===== config.mk =====
export PLATFORM = sky130hd
export DESIGN_NAME = mem_port_arbiter
export DESIGN_NICKNAME = d
export VERILOG_FILES = /design/src/rtl/mem_port_arbiter_pkg.sv /design/src/rtl/mem_port_arbiter_line_write_steer.sv /design/src/rtl/mem_port_arbiter.sv
export SDC_FILE = /design/constraint.sdc
export NUM_CORES = 1
export LEC_CHECK = 0
export ABC_AREA = 1
export BUFFER_PORTS_ARGS = -buffer_cell sky130_fd_sc_hd__buf_2
export CAP_MARGIN = 20
export CORE_ASPECT_RATIO = 1.4
export CORE_UTILIZATION = 25
export CTS_CLUSTER_DIAMETER = 200
export DETAILED_ROUTE_END_ITERATION = 10
export PLACE_DENSITY_LB_ADDON = 0.3
export SYNTH_ARGS = -nofsm -noshare
export SYNTH_HDL_FRONTEND = slang
export SYNTH_HIERARCHICAL = 1
export SYNTH_SLANG_ARGS = --single-unit

===== constraint.sdc =====
create_clock -name clk -period 1.7 [get_ports clk]
set_clock_uncertainty 0.15 [all_clocks]
set_input_delay 0.17 -clock clk [delete_from_list [all_inputs] [get_ports clk]]
set_output_delay 0.17 -clock clk [all_outputs]
set_load 0.01 [all_outputs]

===== src/rtl/mem_port_arbiter_pkg.sv =====
// Shared types for the imem/dmem line-port arbiter: word/line typedefs, FSM state, grant side.
// Pure declarations, no logic.
package mem_port_arbiter_pkg;

    typedef logic [15:0]  lc3b_word;
    typedef logic [127:0] lc3b_data;
    typedef logic [1:0]   lc3b_mem_wmask;
    typedef logic [15:0]  lc3b_line_sel;

    typedef enum logic [1:0] {
        IDLE = 2'd0,
        XFER = 2'd1,
        DONE = 2'd2
    } arb_state_t;

    typedef enum logic {
        GNT_IMEM = 1'b0,
        GNT_DMEM = 1'b1
    } grant_t;

    // Bus-side fields captured from the winning requester at grant time.
    typedef struct packed {
        logic         we;
        lc3b_word     address;
        lc3b_data     wdata;
        lc3b_line_sel sel;
    } bus_req_t;

    localparam lc3b_line_sel SEL_FULL_LINE = 16'hFFFF;

endpackage


===== src/rtl/mem_port_arbiter_line_write_steer.sv =====
// Places a 16-bit store word and its byte mask into the matching lanes of a 128-bit line.
// Latency: combinational. Backpressure: none, pure function of its inputs.
module line_write_steer
    import mem_port_arbiter_pkg::*;
(
    input  logic [15:0]  wdata,
    input  logic [1:0]   byte_enable,
    input  logic [2:0]   word_index,   // address[3:1]: which 16-bit word of the line
    output logic [127:0] mem_wdata,
    output logic [15:0]  mem_sel
);

    // The word is copied into every lane; mem_sel alone decides which bytes land.
    assign mem_wdata = {8{wdata}};
    assign mem_sel   = lc3b_line_sel'({14'b0, byte_enable}) << {word_index, 1'b0};

endmodule


===== src/rtl/mem_port_arbiter.sv =====
// Round-robin arbiter sharing one 128-bit line port between fetch (imem) and memory stage (dmem).
// Latency: request sampled in IDLE -> mem_stb next cycle; mem_ack at N -> resp pulse at N+1, IDLE at N+2.
// Backpressure: no ready; each requester holds stb/cyc until its resp pulse, the loser simply waits.
module mem_port_arbiter
    import mem_port_arbiter_pkg::*;
#(
    parameter int TIMEOUT_CYCLES = 255
) (
    input  logic         clk,
    input  logic         reset,
    input  logic         imem_stb,
    input  logic         imem_cyc,
    input  logic [15:0]  imem_address,
    output logic         imem_resp,
    output logic [127:0] imem_rdata,
    input  logic         dmem_action_stb,
    input  logic         dmem_action_cyc,
    input  logic         dmem_write,
    input  logic [15:0]  dmem_address,
    input  logic [15:0]  dmem_wdata,
    input  logic [1:0]   dmem_byte_enable,
    output logic         dmem_resp,
    output logic [127:0] dmem_rdata,
    output logic         mem_stb,
    output logic         mem_cyc,
    output logic         mem_we,
    output logic [15:0]  mem_address,
    output logic [127:0] mem_wdata,
    output logic [15:0]  mem_sel,
    input  logic         mem_ack,
    input  logic [127:0] mem_rdata,
    output logic         bus_err
);

    localparam logic [7:0] TIMEOUT_LAST = 8'(TIMEOUT_CYCLES - 1);

    arb_state_t   state;
    arb_state_t   state_nxt;
    grant_t       last_grant;   // doubles as the side owning the transfer in flight
    grant_t       grant_nxt;
    logic [7:0]   timeout_cnt;
    logic         imem_req;
    logic         dmem_req;
    logic         any_req;
    logic         timeout_hit;
    logic         xfer_end;
    lc3b_data     steer_wdata;
    lc3b_line_sel steer_sel;
    bus_req_t     req_nxt;
    logic         unused_addr_bits;

    assign imem_req    = imem_stb & imem_cyc;
    assign dmem_req    = dmem_action_stb & dmem_action_cyc;
    assign any_req     = imem_req | dmem_req;
    assign timeout_hit = (timeout_cnt == TIMEOUT_LAST);
    assign xfer_end    = mem_ack | timeout_hit;

    // Sub-line address bits are irrelevant on a line-aligned port.
    assign unused_addr_bits = ^{imem_address[3:0], dmem_address[0]};

    line_write_steer u_steer (
        .wdata       (dmem_wdata),
        .byte_enable (dmem_byte_enable),
        .word_index  (dmem_address[3:1]),
        .mem_wdata   (steer_wdata),
        .mem_sel     (steer_sel)
    );

    always_comb begin
        grant_nxt = GNT_IMEM;
        if (imem_req && dmem_req) begin
            grant_nxt = (last_grant == GNT_IMEM) ? GNT_DMEM : GNT_IMEM;
        end else if (dmem_req) begin
            grant_nxt = GNT_DMEM;
        end
    end

    always_comb begin
        req_nxt = '0;
        if (grant_nxt == GNT_DMEM) begin
            req_nxt.we      = dmem_write;
            req_nxt.address = {dmem_address[15:4], 4'b0};
            req_nxt.wdata   = steer_wdata;
            req_nxt.sel     = dmem_write ? steer_sel : SEL_FULL_LINE;
        end else begin
            req_nxt.we      = 1'b0;
            req_nxt.address = {imem_address[15:4], 4'b0};
            req_nxt.wdata   = '0;
            req_nxt.sel     = SEL_FULL_LINE;
        end
    end

    always_comb begin
        state_nxt = state;
        case (state)
            IDLE:    if (any_req)  state_nxt = XFER;
            XFER:    if (xfer_end) state_nxt = DONE;
            DONE:    state_nxt = IDLE;
            default: state_nxt = IDLE;
        endcase
    end

    always_ff @(posedge clk) begin
        if (reset) begin
            state <= IDLE;
        end else begin
            state <= state_nxt;
        end
    end

    always_ff @(posedge clk) begin
        if (reset) begin
            last_grant  <= GNT_IMEM;
            timeout_cnt <= '0;
            mem_stb     <= 1'b0;
            mem_cyc     <= 1'b0;
            mem_we      <= 1'b0;
            mem_address <= '0;
            mem_wdata   <= '0;
            mem_sel     <= '0;
            imem_resp   <= 1'b0;
            dmem_resp   <= 1'b0;
            bus_err     <= 1'b0;
            imem_rdata  <= '0;
            dmem_rdata  <= '0;
        end else begin
            imem_resp <= 1'b0;
            dmem_resp <= 1'b0;
            bus_err   <= 1'b0;
            case (state)
                IDLE: begin
                    if (any_req) begin
                        last_grant  <= grant_nxt;
                        timeout_cnt <= '0;
                        mem_stb     <= 1'b1;
                        mem_cyc     <= 1'b1;
                        mem_we      <= req_nxt.we;
                        mem_address <= req_nxt.address;
                        mem_wdata   <= req_nxt.wdata;
                        mem_sel     <= req_nxt.sel;
                    end
                end
                XFER: begin
                    if (xfer_end) begin
                        mem_stb <= 1'b0;
                        mem_cyc <= 1'b0;
                        // An ack on the final timeout cycle still counts as a good transfer.
                        bus_err <= ~mem_ack;
                        if (last_grant == GNT_DMEM) begin
                            dmem_resp  <= 1'b1;
                            dmem_rdata <= mem_ack ? mem_rdata : '0;
                        end else begin
                            imem_resp  <= 1'b1;
                            imem_rdata <= mem_ack ? mem_rdata : '0;
                        end
                    end else begin
                        timeout_cnt <= timeout_cnt + 8'd1;
                    end
                end
                default: ;
            endcase
        end
    end

endmodule

==> run metrics, run 1 <==
initial antenna violation count=2; Pre-Repair DR Iteration Count=7; Crit. End Element=flip-flop; synthesized area per cell=between 7 and 8 um2; WL final=between 70000 and 80000 um; data required time of the critical path=roughly 2100 ps; Fin Hold WS=about 120 ps; worst-path maximum fanout=8; io pins=around 610; largest net degree at the start of global routing=123; maximum buffer depth of the clock tree=3; Sink Count=roughly 430; global-route wire length before repair=between 100000 and 150000 um; CTS tree=done; GRT Total Usage=a little under a fifth; WP data arrival=roughly 2200 ps; antenna-violating nets left=0; die area=0.0739 mm2; Static Leakage=~12 nW; die outline width=roughly 230 um; worst-margin pin slew=between 500 and 600 ps; Core ar.=between 0.07 and 0.08 mm2; GPL Wtd Cong=approximately 0.84; Synth Register Bits=approximately 430; Syn-to-layout area delta=43.8%; RSZ-0062 raised after global routing=yes; Mapped Cells=between 2000 and 2500; Net count, final=around 3300; clock root cell=clkbuf_16; fmax=between 500 and 600 MHz; # setup viols final=between 200 and 250; port bufs=598; vias in the first global route=roughly 18000; worst hold path type=input port to flip-flop; placed cell area=0.0220 mm2; Inserted Clock Buffers=46; clock slew at the register clock pins of the worst setup and hold paths=approximately 70 ps; Final Hold Fails=0; Max IR drop VDD=0.000687 V; Mapped Area=0.0182 mm2; initial core utilization=between 20% and 30%; P per Cell Area=913 mW/mm2; Die H=321 um; Seq/Total Area, Yosys=between 40 and 50%; initial drt markers=roughly 1000; drt drc=0; DR vias=18635; Critical Setup Path Class=flip-flop to flip-flop; final setup margin=-91.4 ps; period utilization=105%; num rows=between 100 and 150; Final min period=roughly 1800 ps; Setup crit start kind=flip-flop; WL/cell=between 15 and 20 um; Final Util=between 30% and 40%; Skew-Pair Late Insertion Delay=a little under 600 ps; CTS H-tree depth=2; Slew headroom=between 60% and 70%; global route overflow=0; Synth cell types=24; Vias/cell=about 4.6; status=finished with violations; number of max-cap violations=0; max-slew violations=0; post-DP HPWL=just under 50000 um; share of cells above drive strength 1=between 20% and 30%; failing checks=setup timing; yosys synthesis warning count=6; post-route cell area=0.0262 mm2
## per-layer routing
metal	global-route usage [%]	up-vias	routed length (um)
met5	0	-	13
met4	6.45	2	2410
met3	4.55	118	5080
met1	22.1	8670	29600
li1	-	9170	-
met2	31.6	675	34700
## what timing repair did
item                                    in CTS  in global routing
pin swaps                                   18                 27
resized for setup                           54                 75
hold endpoints to repair                   419                  0
cloned                                       8                  3
buffers inserted                             9                  3
endpoints found under the setup margin     288                375
hold buffers                               181                  0
## power by group
part / internal, mW / switching [mW] / leakage (nW) / total, mW
clock network: 5.98 / 4.37 / 0.746 / 10.3
registers: 10.3 / 0.136 / 3.46 / 10.4
logic: 1.30 / 1.83 / 7.58 / 3.14
total: 17.6 / 6.34 / 11.8 / 23.9
## state kept, by name, indices dropped and copies added (netlist names)
register     count
state            2
mem_address     12
timeout_cnt      8
dmem_rdata     128
last_grant       1
mem_cyc          1
mem_sel         16
mem_we           1
bus_err          1
dmem_resp        1
mem_wdata      128
imem_resp        1
imem_rdata     128
## cell usage after synthesis
master    instances  area (um2)
buf_1             4        15.0
nand4_1         256        1600
buf_2            85         425
ha_1              2        25.0
nand3_1          27         135
buf_4           137        1030
inv_1           157         589
o211ai_1         12        90.1
buf_6            25         282
o21ai_0          18        90.1
conb_1            1        3.75
nor2_1           58         218
nor2_2            1        6.26
nor3_1           17        85.1
nand2_1         699        2620
a21oi_1         392        1960
nand3_2           2        20.0
nand2_4           1        11.3
clkbuf_1         94         353
nand2_2           2        12.5
buf_8             2        30.0
dfxtp_1         428        8570
inv_2             3        11.3
nor2_4            1        11.3
## cell type report
class / instances / area, um2
Clock inverter: 20 / 236
Multi-Input combinational cell: 1492 / 7270
Fill cell: 7543 / 45500
Timing Repair Buffer: 940 / 7010
Sequential cell: 428 / 8570
Antenna cell: 1 / 2.50
Inverter: 160 / 603
Clock buffer: 63 / 1300
Tap cell: 944 / 1180
## cell families after synthesis
family | share of synthesized area [%]
flip-flops | 47.1
AND/OR/NAND/NOR | 26.0
AO/OA/AOI/OAI | 11.8
adder cells (fa/ha/maj) | 0.137
buffers and inverters | 15.0
other | 0.0206
## placed cells by master, fill, tap and decap left out, types with 2 or more instances in the layout
cell type,count
inv_2,5
nor2_1,54
nor2_4,3
clkbuf_1,10
a21oi_1,356
nand3_4,2
inv_6,2
clkinv_2,8
nor2_2,3
nand2_4,16
clkinvlp_4,4
nand3_1,26
dfxtp_1,426
a21oi_2,36
buf_16,9
bufinv_16,4
inv_1,154
o211ai_1,12
clkbuf_16,50
buf_6,15
nand2_1,663
buf_4,79
nand4_1,256
conb_1,4
o21ai_0,18
buf_8,5
nor3_1,17
buf_12,51
nand2_2,22
buf_2,596
dlygate4sd3_1,181
clkbuf_8,6
## path summary, 6_finish.rpt
kind                  from             to  slack [ps]  depth (start not counted)
max             last_grant  mem_wdata[76]         -90                          9
min               imem_cyc        mem_cyc         120                          6
max reg2reg     last_grant  mem_wdata[76]         -90                          9
min reg2reg  dmem_rdata[0]  dmem_rdata[0]         300                          2
## metrics by stage
stage          TNS (ps)  total power [mW]  setup WS (ps)  std cells
2_1_floorplan         0              12.2           68.5       2427
4_1_cts          -12300              24.2           -101       4044
3_3_place_gp     -14890              13.3           -155       3763
6_report          -5630              23.9          -91.4       4048
3_5_place_dp     -12270              13.3           -120       3763
5_1_grt          -38240              24.9           -175       4048
## worst max-delay path: stages (launching register included)
cell and delay [ps]:
dfxtp_4 380, nand3_2 90, nand2_2 80, buf_12 140
nor2_4 180, buf_12 150, clkbuf_16 170, buf_4 130
nand2_1 60, a21oi_1 160
Power figures use the tool's default switching activity.
==> run 2: changes to the inputs <==
--- a/config.mk
+++ b/config.mk
@@ -8,11 +8,12 @@
 export ABC_AREA = 1
 export BUFFER_PORTS_ARGS = -buffer_cell sky130_fd_sc_hd__buf_2
 export CAP_MARGIN = 20
-export CORE_ASPECT_RATIO = 1.4
-export CORE_UTILIZATION = 25
+export CORE_AREA = 2 2 238 240
 export CTS_CLUSTER_DIAMETER = 200
 export DETAILED_ROUTE_END_ITERATION = 10
+export DIE_AREA = 0 0 240 242
 export PLACE_DENSITY_LB_ADDON = 0.3
+export SLEW_MARGIN = 15
 export SYNTH_ARGS = -nofsm -noshare
 export SYNTH_HDL_FRONTEND = slang
 export SYNTH_HIERARCHICAL = 1
==> run 2 against run 1 <==
Effect of this change: the run still ends with setup timing left; critical path type unchanged; critical endpoint is now dmem_rdata[41]; routed wire length is 0.63% lower; global-route usage up 4.5 points; largest power group is now clock; register-to-register slack worse by 20 ps.
==> run metrics, run 2 (synthesis gave the netlist of run 1 again) <==
status=finished with violations (unchanged); failing checks=setup timing (unchanged); Net count, final=3240 (was 3256); Fin Hold WS=73.3 ps (was 119 ps); CTS tree=done (unchanged); clock slew at the register clock pins of the worst setup and hold paths=60 ps (was 70 ps); Final min period=1810 ps (was 1790 ps); post-route cell area=0.0266 mm2 (was 0.0262 mm2); drt drc=0 (unchanged); period utilization=107% (was 105%); num rows=87 (was 116); antenna-violating nets left=0 (unchanged); global route overflow=0 (unchanged); sw power=6.57 mW (was 6.34 mW); RSZ-0062 raised after global routing=yes (unchanged); post-DP HPWL=46900 um (was 48600 um); slowest CP cell=dfxtp_2 (was dfxtp_4); WL/cell=18.5 um (was 17.7 um); WP buf/inv=5 (was 4); Vias/cell=4.88 (was 4.60); highest metal used=met4 (was met5); max incr delay on CP=320 ps (was 380 ps); Max IR drop VDD=0.000691 V (was 0.000687 V); CTS H-tree depth=2 (unchanged); placed cell area=0.0215 mm2 (was 0.0220 mm2); die outline width=240 um (was 230 um); WP data arrival=2110 ps (was 2150 ps); CP top delay family=buffers and inverters (unchanged); reg2reg end=dmem_rdata[41] (was mem_wdata[76]); Worst R2R Start=timeout_cnt[0] (was last_grant); WL final=71400 um (was 71800 um); initial drt markers=1173 (was 1033); initial core utilization=32.7% (was 25.4%); Inserted Clock Buffers=51 (was 46); Crit. End Element=flip-flop (unchanged); Final Hold Fails=0 (unchanged); GRT Total Usage=22.9% (was 18.4%); fmax=551 MHz (was 558 MHz); Die H=242 um (was 321 um); Syn-to-layout area delta=46.1% (was 43.8%); die area=0.0581 mm2 (was 0.0739 mm2); Hold Path Origin=dmem_action_cyc (was imem_cyc); Comb power frac=12.6% (was 13.1%); FILL cells=5502 (was 7543); DR vias=18828 (was 18635); WL met3=6440 um (was 5080 um); worst hold path type=input port to flip-flop (unchanged); largest registers ranked by flip-flop count=dmem_rdata x128, imem_rdata x128, mem_wdata x128 (unchanged); Setup crit start=timeout_cnt[0] (was last_grant); initial antenna violation count=6 (was 2); FF-to-FF setup slack=-110 ps (was -90 ps); pre-CTS setup slack=-108 ps (was -120 ps); port bufs=598 (unchanged); Skew-Pair Late Insertion Delay=590 ps (about the same); global-route wire length before repair=105000 um (was 106000 um); io pins=608 (unchanged); end of the worst hold path=mem_cyc (unchanged); max-slew violations=0 (unchanged); Critical Setup Path Class=flip-flop to flip-flop (unchanged); Core ar.=0.0557 mm2 (was 0.0717 mm2); met2 wire length=33700 um (was 34700 um); P per Cell Area=962 mW/mm2 (was 913 mW/mm2); commonest non-fill, non-tap cell in the layout=nand2_1 (unchanged); number of max-cap violations=0 (unchanged); maximum buffer depth of the clock tree=3 (unchanged); # setup viols final=185 (was 216); GPL Wtd Cong=0.879 (was 0.835); final setup margin=-115 ps (was -91.4 ps); Flop pwr share=40.7% (was 43.6%); Pre-Repair DR Iteration Count=5 (was 7); data required time of the critical path=2000 ps (was 2060 ps); Static Leakage=12.0 nW (was 11.8 nW); Sink Count=428 (unchanged); worst path cell trace=inv_2, ha_4, inv_2, nor2_2, nand2_2, nand2_8, nand3_4, buf_12, buf_12, buf_8, nand2_2, a21oi_1 (was nand3_2, nand2_2, buf_12, nor2_4, buf_12, clkbuf_16, buf_4, nand2_1, a21oi_1); Setup crit start kind=flip-flop (unchanged); vias in the first global route=18005 (was 17829); largest net degree at the start of global routing=98 (was 123); worst-path maximum fanout=9 (was 8); clock share of power=46.7% (was 43.3%); internal cell power=19.0 mW (was 17.6 mW); FF-to-FF path depth=12 (was 9); Switching Fraction=25.7% (was 26.5%); Hold Path Stages=6 (unchanged); wl on met1=28400 um (was 29600 um); clock root cell=clkbuf_16 (unchanged); most frequent cells in the layout=nand2_1 (611), buf_2 (596), dfxtp_1 (424) (was nand2_1 (663), buf_2 (596), dfxtp_1 (426)); setup TNS=-6820 ps (was -5630 ps); share of cells above drive strength 1=31.8% (was 29.8%)
## run 2: cell count changes in the layout (fill, tap and decap cells not counted), moves of 3 or more
cell / change
nand2_1: -52
buf_4: -30
nand2_2: +27
nand2_4: +25
a21oi_1: -16
a21oi_2: +16
clkbuf_8: +9
clkbuf_16: +8
diode_2: +5
bufinv_16: +4
buf_12: +3
buf_6: -3
clkinv_2: -3
## run 2: final cells by class
cell class | count | area (um2) | share of cell area [%]
clock inverters | 20 | 338 | 1.27
multi-input cells | 1493 | 7600 | 28.6
diodes | 6 | 15.0 | 0.0565
inverters | 160 | 603 | 2.27
repair buffers | 918 | 7010 | 26.3
clock buffers | 74 | 1510 | 5.69
flip-flops and latches | 428 | 8580 | 32.3
well taps | 756 | 946 | 3.56
## run 2: routing by layer
metal	global-route usage, %	vias to the layer above
li1	-	9149
met1	27.0	8786
met2	38.6	744
met3	7.04	149
met4	8.60	0
met5	0	-
## run 2: worst max path at each step
stage,end,slack (ps),depth (start not counted)
final,dmem_rdata[41],-110,12
after global routing,dmem_rdata[41],-180,12
after CTS,dmem_rdata[35],-90,12
after detailed placement,dmem_rdata[44],-110,9
after global placement,dmem_rdata[36],-80,9
after floorplan,imem_rdata[62],70,11
## run 2: tightest hold or removal path, stage by stage
cell	delay [ps]
buf_2	100
nand2_1	90
nand2_1	100
nand2_4	100
buf_4	140
a21oi_1	60
## run 2: through the flow
step	util (%)	std cells	total power [mW]
after detailed placement	38.6	3543	13.2
final	47.7	3855	25.6
after CTS	46.3	3840	25.7
after floorplan	-	2427	12.2
after global placement	38.6	3543	13.2
after global routing	47.7	3855	26.5
## run 2: power by group through the flow
| stage | clock network [mW] | logic [mW] | registers, mW |
|---|---|---|---|
| 3_3_place_gp | 0 | 2.60 | 10.6 |
| 2_1_floorplan | 0 | 1.48 | 10.7 |
| 6_report | 12.0 | 3.23 | 10.4 |
| 3_5_place_dp | 0 | 2.60 | 10.6 |
| 4_1_cts | 12.2 | 3.06 | 10.4 |
| 5_1_grt | 12.6 | 3.48 | 10.4 |
## run 2: timing repair
item,4_1_cts,5_1_grt
pin swaps,13,18
gates resized for setup,65,160
setup endpoints to repair,258,360
hold buffers,182,0
gates cloned,10,9
setup buffers,11,1
hold endpoints to repair,427,0
==> run 3: changes to the inputs <==
==> constraint.sdc (replaced) <==
create_clock -name clk -period 1.6 [get_ports clk]
set_clock_uncertainty 0.15 [all_clocks]
set_input_delay 0.16 -clock clk [delete_from_list [all_inputs] [get_ports clk]]
set_output_delay 0.16 -clock clk [all_outputs]
set_load 0.01 [all_outputs]
==> run 3 against run 2 <==
Effect of this change: the flow still finishes with violations (setup timing); non-clock buffer count up 25; sequential power grew 6%; via count is 0.77% higher; critical path depth fell by 2; total power is 0.25% higher; die area is the same; final area is essentially flat; sequential share of layout area about the same; register-to-register slack got worse by 20 ps; hold slack improved by 230 ps; final cell count rose by 0.10%; combinational power grew 9.6%; critical path type unchanged; critical endpoint is now dmem_rdata[30]; largest cell class unchanged; highest routed layer unchanged.
==> run metrics, run 3 (synthesis gave the netlist of run 1 again) <==
status=finished with violations (unchanged); failing checks=setup timing (unchanged); Power Total=25.7 mW (was 25.6 mW); largest net degree at the start of global routing=115 (was 98); DR vias=18973 (was 18828); Pre-Repair DR Iteration Count=8 (was 5); Hold Path Origin=reset (was dmem_action_cyc); setup TNS=-22250 ps (was -6820 ps); FF-to-FF setup slack=-130 ps (was -110 ps); WP data arrival=2090 ps (was 2110 ps); worst-margin pin slew=697 ps; Final min period=1730 ps (was 1810 ps); WL/cell=18.2 um (was 18.5 um); Final Hold Fails=0 (unchanged); Core ar.=0.0557 mm2 (unchanged); Inserted Clock Buffers=48 (was 51); most frequent cells in the layout=nand2_1 (657), buf_2 (596), dfxtp_1 (423) (was nand2_1 (611), buf_2 (596), dfxtp_1 (424)); CTS H-tree depth=2 (unchanged); die area=0.0581 mm2 (unchanged); worst hold path type=input port to flip-flop (unchanged); Hold Path Stages=3 (was 6); initial drt markers=1136 (was 1173); GRT Total Usage=21.8% (was 22.9%); period utilization=108% (was 107%); post-DP HPWL=46100 um (was 46900 um); Max IR drop VDD=0.000767 V (was 0.000691 V); commonest non-fill, non-tap cell in the layout=nand2_1 (unchanged); Setup crit start kind=flip-flop (unchanged); Crit. End Element=flip-flop (unchanged); end of the worst hold path=imem_rdata[8] (was mem_cyc); fmax=578 MHz (was 551 MHz); Critical Setup Path Class=flip-flop to flip-flop (unchanged); initial antenna violation count=1 (was 6); io pins=608 (unchanged); global route overflow=0 (unchanged); RSZ-0062 raised after global routing=yes (unchanged); Worst R2R Start=timeout_cnt[0] (unchanged); max-slew violations=0 (unchanged); GPL Wtd Cong=0.877 (was 0.879); Final Util=47.7% (about the same); initial core utilization=32.7% (unchanged); Vias/cell=4.92 (was 4.88); num rows=87 (unchanged); Setup crit start=timeout_cnt[0] (unchanged); data required time of the critical path=1960 ps (was 2000 ps); Syn-to-layout area delta=46.1% (about the same); maximum buffer depth of the clock tree=3 (unchanged); clock slew at the register clock pins of the worst setup and hold paths=60 ps (about the same); P per Cell Area=965 mW/mm2 (was 962 mW/mm2); FF-to-FF path depth=10 (was 12); largest registers ranked by flip-flop count=dmem_rdata x128, imem_rdata x128, mem_wdata x128 (unchanged); # setup viols final=260 (was 185); Slew headroom=~54%; port bufs=598 (unchanged); share of cells above drive strength 1=31.5% (was 31.8%); Die H=242 um (unchanged); Net count, final=3261 (was 3240); die outline width=240 um (unchanged); drt drc=0 (unchanged); FILL cells=5516 (was 5502); antenna-violating nets left=0 (unchanged); CTS tree=done (unchanged); clock root cell=clkbuf_16 (unchanged); final setup margin=-130 ps (was -115 ps); Skew-Pair Late Insertion Delay=580 ps (was 590 ps); Sink Count=428 (unchanged); number of max-cap violations=0 (unchanged); global-route wire length before repair=101000 um (was 105000 um); Static Leakage=12.1 nW (was 12.0 nW); worst-path maximum fanout=17 (was 9); vias in the first global route=17706 (was 18005); reg2reg end=dmem_rdata[30] (was dmem_rdata[41]); WL final=70200 um (was 71400 um)
run 3: worst max path at each step:
| stage | endpoint | slack (ps) | cells past startpoint |
|---|---|---|---|
| 6_report | dmem_rdata[30] | -130 | 10 |
| 5_1_grt | imem_rdata[10] | -240 | 11 |
| 4_1_cts | imem_rdata[66] | -150 | 10 |
| 3_5_place_dp | dmem_rdata[65] | -270 | 10 |
| 3_3_place_gp | dmem_rdata[59] | -270 | 10 |
| 2_1_floorplan | imem_rdata[90] | -10 | 11 |
run 3: power breakdown:
part	internal [mW]	switching, mW	leakage, nW
combinational	1.51	2.03	7.92
clock	6.56	4.51	0.765
sequential	10.9	0.132	3.47
run 3: worst max-delay path, cell delays in order (launching register included):
cell       delay [ps]
dfxtp_2           320
inv_2              70
ha_4              130
inv_2              30
nor2_2             80
nand2_2           100
nand2_8           120
buf_12            190
clkbuf_16         200
nand4_1            80
a21oi_1           160
run 3: layer usage:
layer	up-vias	global-route usage (%)	share of wire (%)
li1	9178	-	-
met1	8859	25.7	39
met2	779	36.3	47
met3	157	7.53	9.8
met4	0	7.98	3.7
met5	-	0	0
run 3: timing repair:
action / 4_1_cts / 5_1_grt
pin swaps: 18 / 47
hold buffers: 184 / 0
endpoints found under the hold margin: 419 / 0
resized for setup: 23 / 202
cloned: 0 / 27
buffers inserted: 2 / 15
endpoints found under the setup margin: 292 / 408
run 3: cell type report:
cell class / instances / area [um2] / share of cell area [%]
clock buffers: 69 / 1410 / 5.31
multi-input cells: 1492 / 7550 / 28.4
diodes: 1 / 2.50 / 0.00941
flip-flops and latches: 428 / 8580 / 32.3
well taps: 756 / 946 / 3.56
inverters: 160 / 603 / 2.27
repair buffers: 943 / 7350 / 27.7
clock inverters: 10 / 140 / 0.527
run 3: per-stage QoR:
stage / instances / instance area, um2 / hold slack [ps] / setup WS, ps
after floorplan: 2427 / 18300 / 207 / -11.9
after global placement: 3551 / 21500 / 282 / -266
after detailed placement: 3551 / 21500 / 282 / -265
after CTS: 3816 / 25100 / 258 / -150
after global routing: 3859 / 26600 / 293 / -237
final: 3859 / 26600 / 300 / -130
